===== src/rtl/synth_frame_loader_pkg.sv =====
// Shared frame protocol types: synth_t control word, frame FSM states, sizes.
// SYNTH_FRAME_CHECKSUM_EN selects the checksummed frame format.
package synth_frame_loader_pkg;

    localparam int NUM_WAVE_GENS = 2;

    typedef enum logic [1:0] {
        WAVE_SQR = 2'd0,
        WAVE_SAW = 2'd1,
        WAVE_SIN = 2'd2,
        WAVE_TRI = 2'd3
    } wave_shape_t;

    typedef struct packed {
        wave_shape_t shape;
        logic [15:0] freq;
    } wave_gen_t;

    typedef struct packed {
        logic [7:0] attack;
        logic [7:0] rel;
    } env_t;

    typedef struct packed {
        wave_gen_t [NUM_WAVE_GENS-1:0] wave_gens;
        env_t                          env;
        logic [7:0]                    echo_mix;
        logic [7:0]                    reverb_mix;
        logic [5:0]                    looper_ctrl;
        logic [7:0]                    pan;
        logic [31:0]                   volume;
    } synth_t;

    localparam int SYNTH_BITS          = $bits(synth_t);
    localparam int SYNTH_PAYLOAD_BYTES = (SYNTH_BITS + 7) / 8;
    localparam int FRAME_CNT_W         = $clog2(SYNTH_PAYLOAD_BYTES + 1);

    typedef enum logic [2:0] {
        IDLE,
        HDR,
        LOAD,
        CHECK,
        DONE,
        DISCARD
    } frame_state_t;

    function automatic synth_t synth_reset();
        synth_t s;
        s = '0;
        for (int i = 0; i < NUM_WAVE_GENS; i++) begin
            s.wave_gens[i].shape = WAVE_SIN;
        end
        return s;
    endfunction

endpackage


===== src/rtl/synth_frame_loader_xor_checksum.sv =====
// Running XOR accumulator over frame payload bytes, with clear and enable.
// Instantiated only when SYNTH_FRAME_CHECKSUM_EN is defined.
module frame_xor_checksum (
    input  logic       clk,
    input  logic       rst,
    input  logic       i_clr,
    input  logic       i_en,
    input  logic [7:0] i_byte,
    output logic [7:0] o_csum
);

    logic [7:0] r_csum;

    always_ff @(posedge clk) begin
        if (rst || i_clr) begin
            r_csum <= '0;
        end else if (i_en) begin
            r_csum <= r_csum ^ i_byte;
        end
    end

    assign o_csum = r_csum;

endmodule


===== src/rtl/synth_frame_loader.sv =====
// Serial byte frame decoder committing synth_t atomically on valid frames.
// Define SYNTH_FRAME_CHECKSUM_EN to append and verify an XOR checksum byte.
module synth_frame_loader
    import synth_frame_loader_pkg::*;
#(
    parameter logic [7:0] SYNC_BYTE = 8'h5A,
    parameter int         ERR_CNT_W = 8
) (
    input  logic                 clk,
    input  logic                 rst,
    input  logic                 frame_active,
    input  logic [7:0]           byte_in,
    input  logic                 byte_valid,
    output synth_t               synth_out,
    output logic                 synth_commit,
    output logic                 err_sync,
    output logic                 err_len,
    output logic                 err_csum,
    output logic [ERR_CNT_W-1:0] err_count,
    output logic                 busy
);

    localparam logic [FRAME_CNT_W-1:0] LAST_CNT =
        FRAME_CNT_W'(SYNTH_PAYLOAD_BYTES - 1);

`ifdef SYNTH_FRAME_CHECKSUM_EN
    localparam frame_state_t AFTER_LOAD = CHECK;
`else
    localparam frame_state_t AFTER_LOAD = DONE;
`endif

    frame_state_t           r_state;
    logic                   r_fa_d;
    logic [SYNTH_BITS-1:0]  r_shadow;
    logic [FRAME_CNT_W-1:0] r_cnt;
    synth_t                 r_synth;
    logic                   r_commit_pend;
    logic                   r_commit;
    logic                   r_err_sync;
    logic                   r_err_len;
    logic                   r_err_csum;
    logic [ERR_CNT_W-1:0]   r_err_count;

    logic w_byte;
    logic w_rise;
    logic w_sync_ok;
    logic w_err_sync;
    logic w_err_len;
    logic w_err_csum;
    logic w_err_any;
    logic w_load_last;

    assign w_byte      = byte_valid && frame_active;
    assign w_rise      = frame_active && !r_fa_d;
    assign w_sync_ok   = w_byte && (byte_in == SYNC_BYTE);
    assign w_load_last = (r_cnt == LAST_CNT);

    assign w_err_sync = (r_state == HDR) && w_byte && (byte_in != SYNC_BYTE);
    assign w_err_len  = ((r_state == LOAD || r_state == CHECK) && !frame_active)
                     || ((r_state == DONE) && w_byte);

`ifdef SYNTH_FRAME_CHECKSUM_EN
    logic [7:0] w_csum;
    logic       w_csum_clr;
    logic       w_csum_en;

    assign w_csum_clr = (r_state == HDR) && w_sync_ok;
    assign w_csum_en  = (r_state == LOAD) && w_byte;
    assign w_err_csum = (r_state == CHECK) && w_byte && (byte_in != w_csum);

    frame_xor_checksum u_csum (
        .clk    (clk),
        .rst    (rst),
        .i_clr  (w_csum_clr),
        .i_en   (w_csum_en),
        .i_byte (byte_in),
        .o_csum (w_csum)
    );
`else
    assign w_err_csum = 1'b0;
`endif

    assign w_err_any = w_err_sync || w_err_len || w_err_csum;

    always_ff @(posedge clk) begin
        if (rst) begin
            r_state       <= IDLE;
            // Chip select held through reset must not look like a new frame
            r_fa_d        <= frame_active;
            r_shadow      <= '0;
            r_cnt         <= '0;
            r_synth       <= synth_reset();
            r_commit_pend <= 1'b0;
            r_commit      <= 1'b0;
            r_err_sync    <= 1'b0;
            r_err_len     <= 1'b0;
            r_err_csum    <= 1'b0;
            r_err_count   <= '0;
        end else begin
            r_fa_d        <= frame_active;
            r_commit      <= r_commit_pend;
            r_commit_pend <= 1'b0;
            r_err_sync    <= w_err_sync;
            r_err_len     <= w_err_len;
            r_err_csum    <= w_err_csum;

            if (r_commit_pend) begin
                r_synth <= synth_t'(r_shadow);
            end

            if (w_err_any && !(&r_err_count)) begin
                r_err_count <= r_err_count + 1'b1;
            end

            unique case (r_state)
                IDLE: begin
                    if (w_rise) begin
                        r_state <= HDR;
                    end
                end
                HDR: begin
                    if (w_sync_ok) begin
                        r_cnt   <= '0;
                        r_state <= LOAD;
                    end else if (w_byte) begin
                        r_state <= DISCARD;
                    end else if (!frame_active) begin
                        r_state <= IDLE;
                    end
                end
                LOAD: begin
                    if (!frame_active) begin
                        r_state <= IDLE;
                    end else if (w_byte) begin
                        // Shadow is synth_t wide, so leading pad bits fall off
                        r_shadow <= {r_shadow[SYNTH_BITS-9:0], byte_in};
                        r_cnt    <= r_cnt + 1'b1;
                        if (w_load_last) begin
                            r_state <= AFTER_LOAD;
                        end
                    end
                end
`ifdef SYNTH_FRAME_CHECKSUM_EN
                CHECK: begin
                    if (!frame_active) begin
                        r_state <= IDLE;
                    end else if (w_byte) begin
                        r_state <= w_err_csum ? DISCARD : DONE;
                    end
                end
`endif
                DONE: begin
                    if (!frame_active) begin
                        r_commit_pend <= 1'b1;
                        r_state       <= IDLE;
                    end else if (w_byte) begin
                        r_state <= DISCARD;
                    end
                end
                DISCARD: begin
                    if (!frame_active) begin
                        r_state <= IDLE;
                    end
                end
                default: begin
                    r_state <= IDLE;
                end
            endcase
        end
    end

    assign synth_out    = r_synth;
    assign synth_commit = r_commit;
    assign err_sync     = r_err_sync;
    assign err_len      = r_err_len;
    assign err_csum     = r_err_csum;
    assign err_count    = r_err_count;
    assign busy         = (r_state != IDLE);

endmodule


===== config.mk =====
export PLATFORM = sky130hd
export DESIGN_NAME = synth_frame_loader
export DESIGN_NICKNAME = d
export VERILOG_FILES = /design/src/rtl/synth_frame_loader_pkg.sv /design/src/rtl/synth_frame_loader_xor_checksum.sv /design/src/rtl/synth_frame_loader.sv
export SDC_FILE = /design/constraint.sdc
export NUM_CORES = 1
export LEC_CHECK = 0
export BUFFER_PORTS_ARGS = -buffer_cell sky130_fd_sc_hd__buf_4
export CORE_MARGIN = 4
export CORE_UTILIZATION = 63
export CTS_BUF_LIST = sky130_fd_sc_hd__clkbuf_4 sky130_fd_sc_hd__clkbuf_8
export DETAILED_ROUTE_END_ITERATION = 10
export GPL_TIMING_DRIVEN = 0
export PLACE_DENSITY = 0.86
export SLEW_MARGIN = 30
export SYNTH_ARGS = -nofsm -noshare
export SYNTH_HDL_FRONTEND = slang
export SYNTH_HIERARCHICAL = 1
export SYNTH_SLANG_ARGS = --single-unit

===== constraint.sdc =====
create_clock -name clk -period 4.7 [get_ports clk]
set_input_delay 0 -clock clk [delete_from_list [all_inputs] [get_ports clk]]
set_output_delay 0 -clock clk [all_outputs]
set_load 0.01 [all_outputs]

==> impl_metrics.py <==
metrics = {
    "outcome": {
        "status": "complete, no violations",
    },
    "logic_synthesis": {
        "synth.area.mux_share_pct": 13.5,
        "synth_cell_types": 42,
        "synth_top_area_share_pct": 55.6,
        "async_reset_ff_share_pct": 0,
        "syn_inst": 989,
        "synth_most_common_cell": "dfxtp_1",
        "ys_ff_latch": 248,
        "synth_top_family_by_area": "simple AND/OR/NAND/NOR gates",
        "syn_nets": 1004,
        "ys.flop_type": "dfxtp_1",
        "post_synth_and_or_nand_nor_area_fraction_pct": 17.8,
        "ys_warn_count": 6,
        "synth_fa_ha_area_share_pct": 0.420,
        "yosys.area.top_type": "dfxtp_1",
        "synth_edf_count": 0,
        "seq_area_frac_synth_pct": 55.6,
        "avgSynthCellArea_sq_um": 9.03,
        "synth-compound-area-share_pct": 8.65,
        "synth_xor_area_share_pct": 0.294,
        "netlist_top_cells_area": "dfxtp_1, mux2i_1, nand2_1",
        "synth_common_cells": "dfxtp_1, nand2_1, a21oi_1, nor2_1, mux2i_1",
        "syn_area_sq_um": 8930,
    },
    "sta": {
        "final-max-slew-violation-count": 0,
        "finClkSkew_ns": 0.0206,
        "setup_violations": 0,
        "layout_min_cycle_time_ns": 2.24,
        "finalHoldViolations": 0,
        "setup_tns_ns": 0,
        "rsz0062_at_grt": "false",
        "setup_slack_ns": 2.46,
        "worst_pin_slew_ns": 0.859,
        "period_share_pct": 47.7,
        "clock.fmax_ghz": 0.446,
        "slew_headroom_pct": 42.7,
    },
    "clocking": {
        "clock-sinks": 248,
        "worstSkewPairLatency_ns": 0.53,
        "path_clk_slew_ns": 0.06,
        "clockBufferDepth": 3,
        "cts-root-buf": "clkbuf_8",
        "cts_tree": "done",
        "htreeDepth": 2,
        "cts_made_buffers": 38,
    },
    "power": {
        "irDropWorstVdd_uv": 188,
        "p_leak_nw": 4.09,
        "powerDensity_nw_per_um2": 363,
    },
    "global_routing": {
        "grt_pass1_wl_microns": 35800,
        "grt_start_max_net_pins": 11,
        "grt-ovfl-total": 0,
        "grt_use_total_pct": 27.1,
        "antenna_found_initial": 0,
        "grt_pass1_vias": 7369,
    },
    "critical_path": {
        "crit_buf_inv": 4,
        "cp_slowest_stage_delay_ns": 0.35,
        "critPathMaxFanout": 10,
        "crit_type": "reg -> reg",
        "worstPathRequired_ns": 5.14,
        "cp.arrival_ns": 2.68,
        "cp_top_family": "buffers and inverters",
        "start_kind": "register",
        "cp_common_cell": "buf_2",
        "path_cells": "buf_6, or3b_1, buf_2, nor2_2, buf_2, buf_2, nand2_1, a21oi_1",
        "slowest_stage": "or3b_1",
        "end_kind": "register",
    },
    "finish": {
        "final_cell_area_sq_um": 11100,
        "final_nets": 1192,
        "areaGrowthSynthToFinish_pct": 24.0,
        "antennaDiodeCount": 0,
        "layout-drive-gt1-share_pct": 18.7,
    },
    "worst_hold_path": {
        "hold_path_class": "in -> reg",
    },
    "drt": {
        "vias_per_cell": 5.48,
        "via_count": 7545,
        "first_pass_iters": 5,
        "drtAntennaViolNets": 0,
        "wire_per_inst_microns": 16.2,
        "drtIter0Drc": 531,
        "drc_errors": 0,
        "wl_microns": 22400,
    },
    "floorplan": {
        "core_area_sq_um": 13900,
        "die_h_microns": 127,
        "die_area_sq_um": 16100,
        "initial_core_util_pct": 64.3,
        "ioPinCount": 139,
        "die_w_microns": 127,
        "rows": 43,
    },
    "placement": {
        "dp_slack_ns": 2.54,
        "portBuffers": 137,
        "gp_congestion": 0.858,
        "dpl_cell_area_sq_um": 10200,
        "dp_hpwl_microns": 15000,
    },
    "run": {
        "max_cap_viol_count": 0,
    },
}
flip-flops by register name (all words and copies together), names as in the netlist:
register	cells
synth_commit	1
err_len	1
r_shadow	114
err_count	8
r_commit_pend	1
r_state	3
r_cnt	4
r_fa_d	1
synth_out	114
err_sync	1
worst register-to-register path, stage by stage (launching register included):
cell	delay, ns
dfxtp_1	0.31
buf_6	0.13
or3b_1	0.36
buf_2	0.15
nor2_2	0.32
buf_2	0.31
buf_2	0.27
nand2_1	0.11
a21oi_1	0.20
routing by layer:
metal	GRT usage, %	share of wire, %
met4	11.0	2.5
met3	6.86	6.8
met2	45.2	49
met1	33.6	41
met5	0	0
stage by stage:
step / hold slack, ns / instances / power [W] / utilization [%]
global placement: 0.112 / 1306 / 0.00223 / 73.4
global route: 0.155 / 1378 / 0.00413 / 79.8
floorplan: 0.0277 / 989 / 0.00220 / -
CTS: 0.140 / 1378 / 0.00403 / 79.8
detailed placement: 0.116 / 1306 / 0.00223 / 73.4
finish: 0.166 / 1378 / 0.00402 / 79.8
worst paths after layout:
check | startpoint | endpoint | slack, ns | cells after the start
worst max register to register | r_state[2] | r_shadow[31] | 2.46 | 8
worst max-delay path | r_state[2] | r_shadow[31] | 2.46 | 8
worst min-delay path | frame_active | r_fa_d | 0.17 | 2
worst min register to register | r_shadow[112] | r_shadow[112] | 0.46 | 2
where the power goes:
group / internal [W] / switching [W] / total [W]
combinational: 0.0000278 / 0.0000563 / 0.0000841
sequential: 0.00210 / 0.00000218 / 0.00211
clock: 0.00104 / 0.000789 / 0.00182
cells by family after synthesis:
family	after synthesis
adders and majority gates	3
AOI/OAI and AO/OA	141
other	1
muxes	120
xor gates and xnor gates	3
and+or+nand+nor	396
buffers and inverters	77
DFF	248
cell usage in the layout (no fill, tap or decap), types with 4 or more instances in the layout:
master / synthesis / routed
nor2b_1: 7 / 7
clkbuf_1: 45 / 45
dlygate4sd3_1: 0 / 11
nor2_1: 120 / 120
dfxtp_1: 248 / 248
mux2i_1: 115 / 115
clkbuf_8: 0 / 52
o21ai_0: 4 / 4
buf_4: 1 / 138
mux2_2: 5 / 5
buf_1: 11 / 11
nor3_1: 4 / 4
nand2_1: 239 / 239
a211o_1: 4 / 4
a211oi_1: 5 / 5
nand3_1: 7 / 7
inv_1: 5 / 5
buf_2: 12 / 12
a21oi_1: 120 / 120
clkbuf_4: 0 / 8
final cells by class:
cell class | count | area [sq um]
plain buffers | 72 | 312
clock buffers | 60 | 776
clock inverters | 1 | 5.00
fillers | 932 | 2810
inverters | 5 | 18.8
multi-input cells | 664 | 3630
flip-flops and latches | 248 | 4960
well taps | 180 | 225
repair buffers | 148 | 1140
timing repair:
| action | in CTS | in global routing |
|---|---|---|
| hold buffers | 11 | 0 |
| hold endpoints to repair | 18 | 0 |
| setup buffers | 0 | 0 |
| resized for setup | 0 | 0 |
No activity file was read; power rests on OpenSTA's default activity.
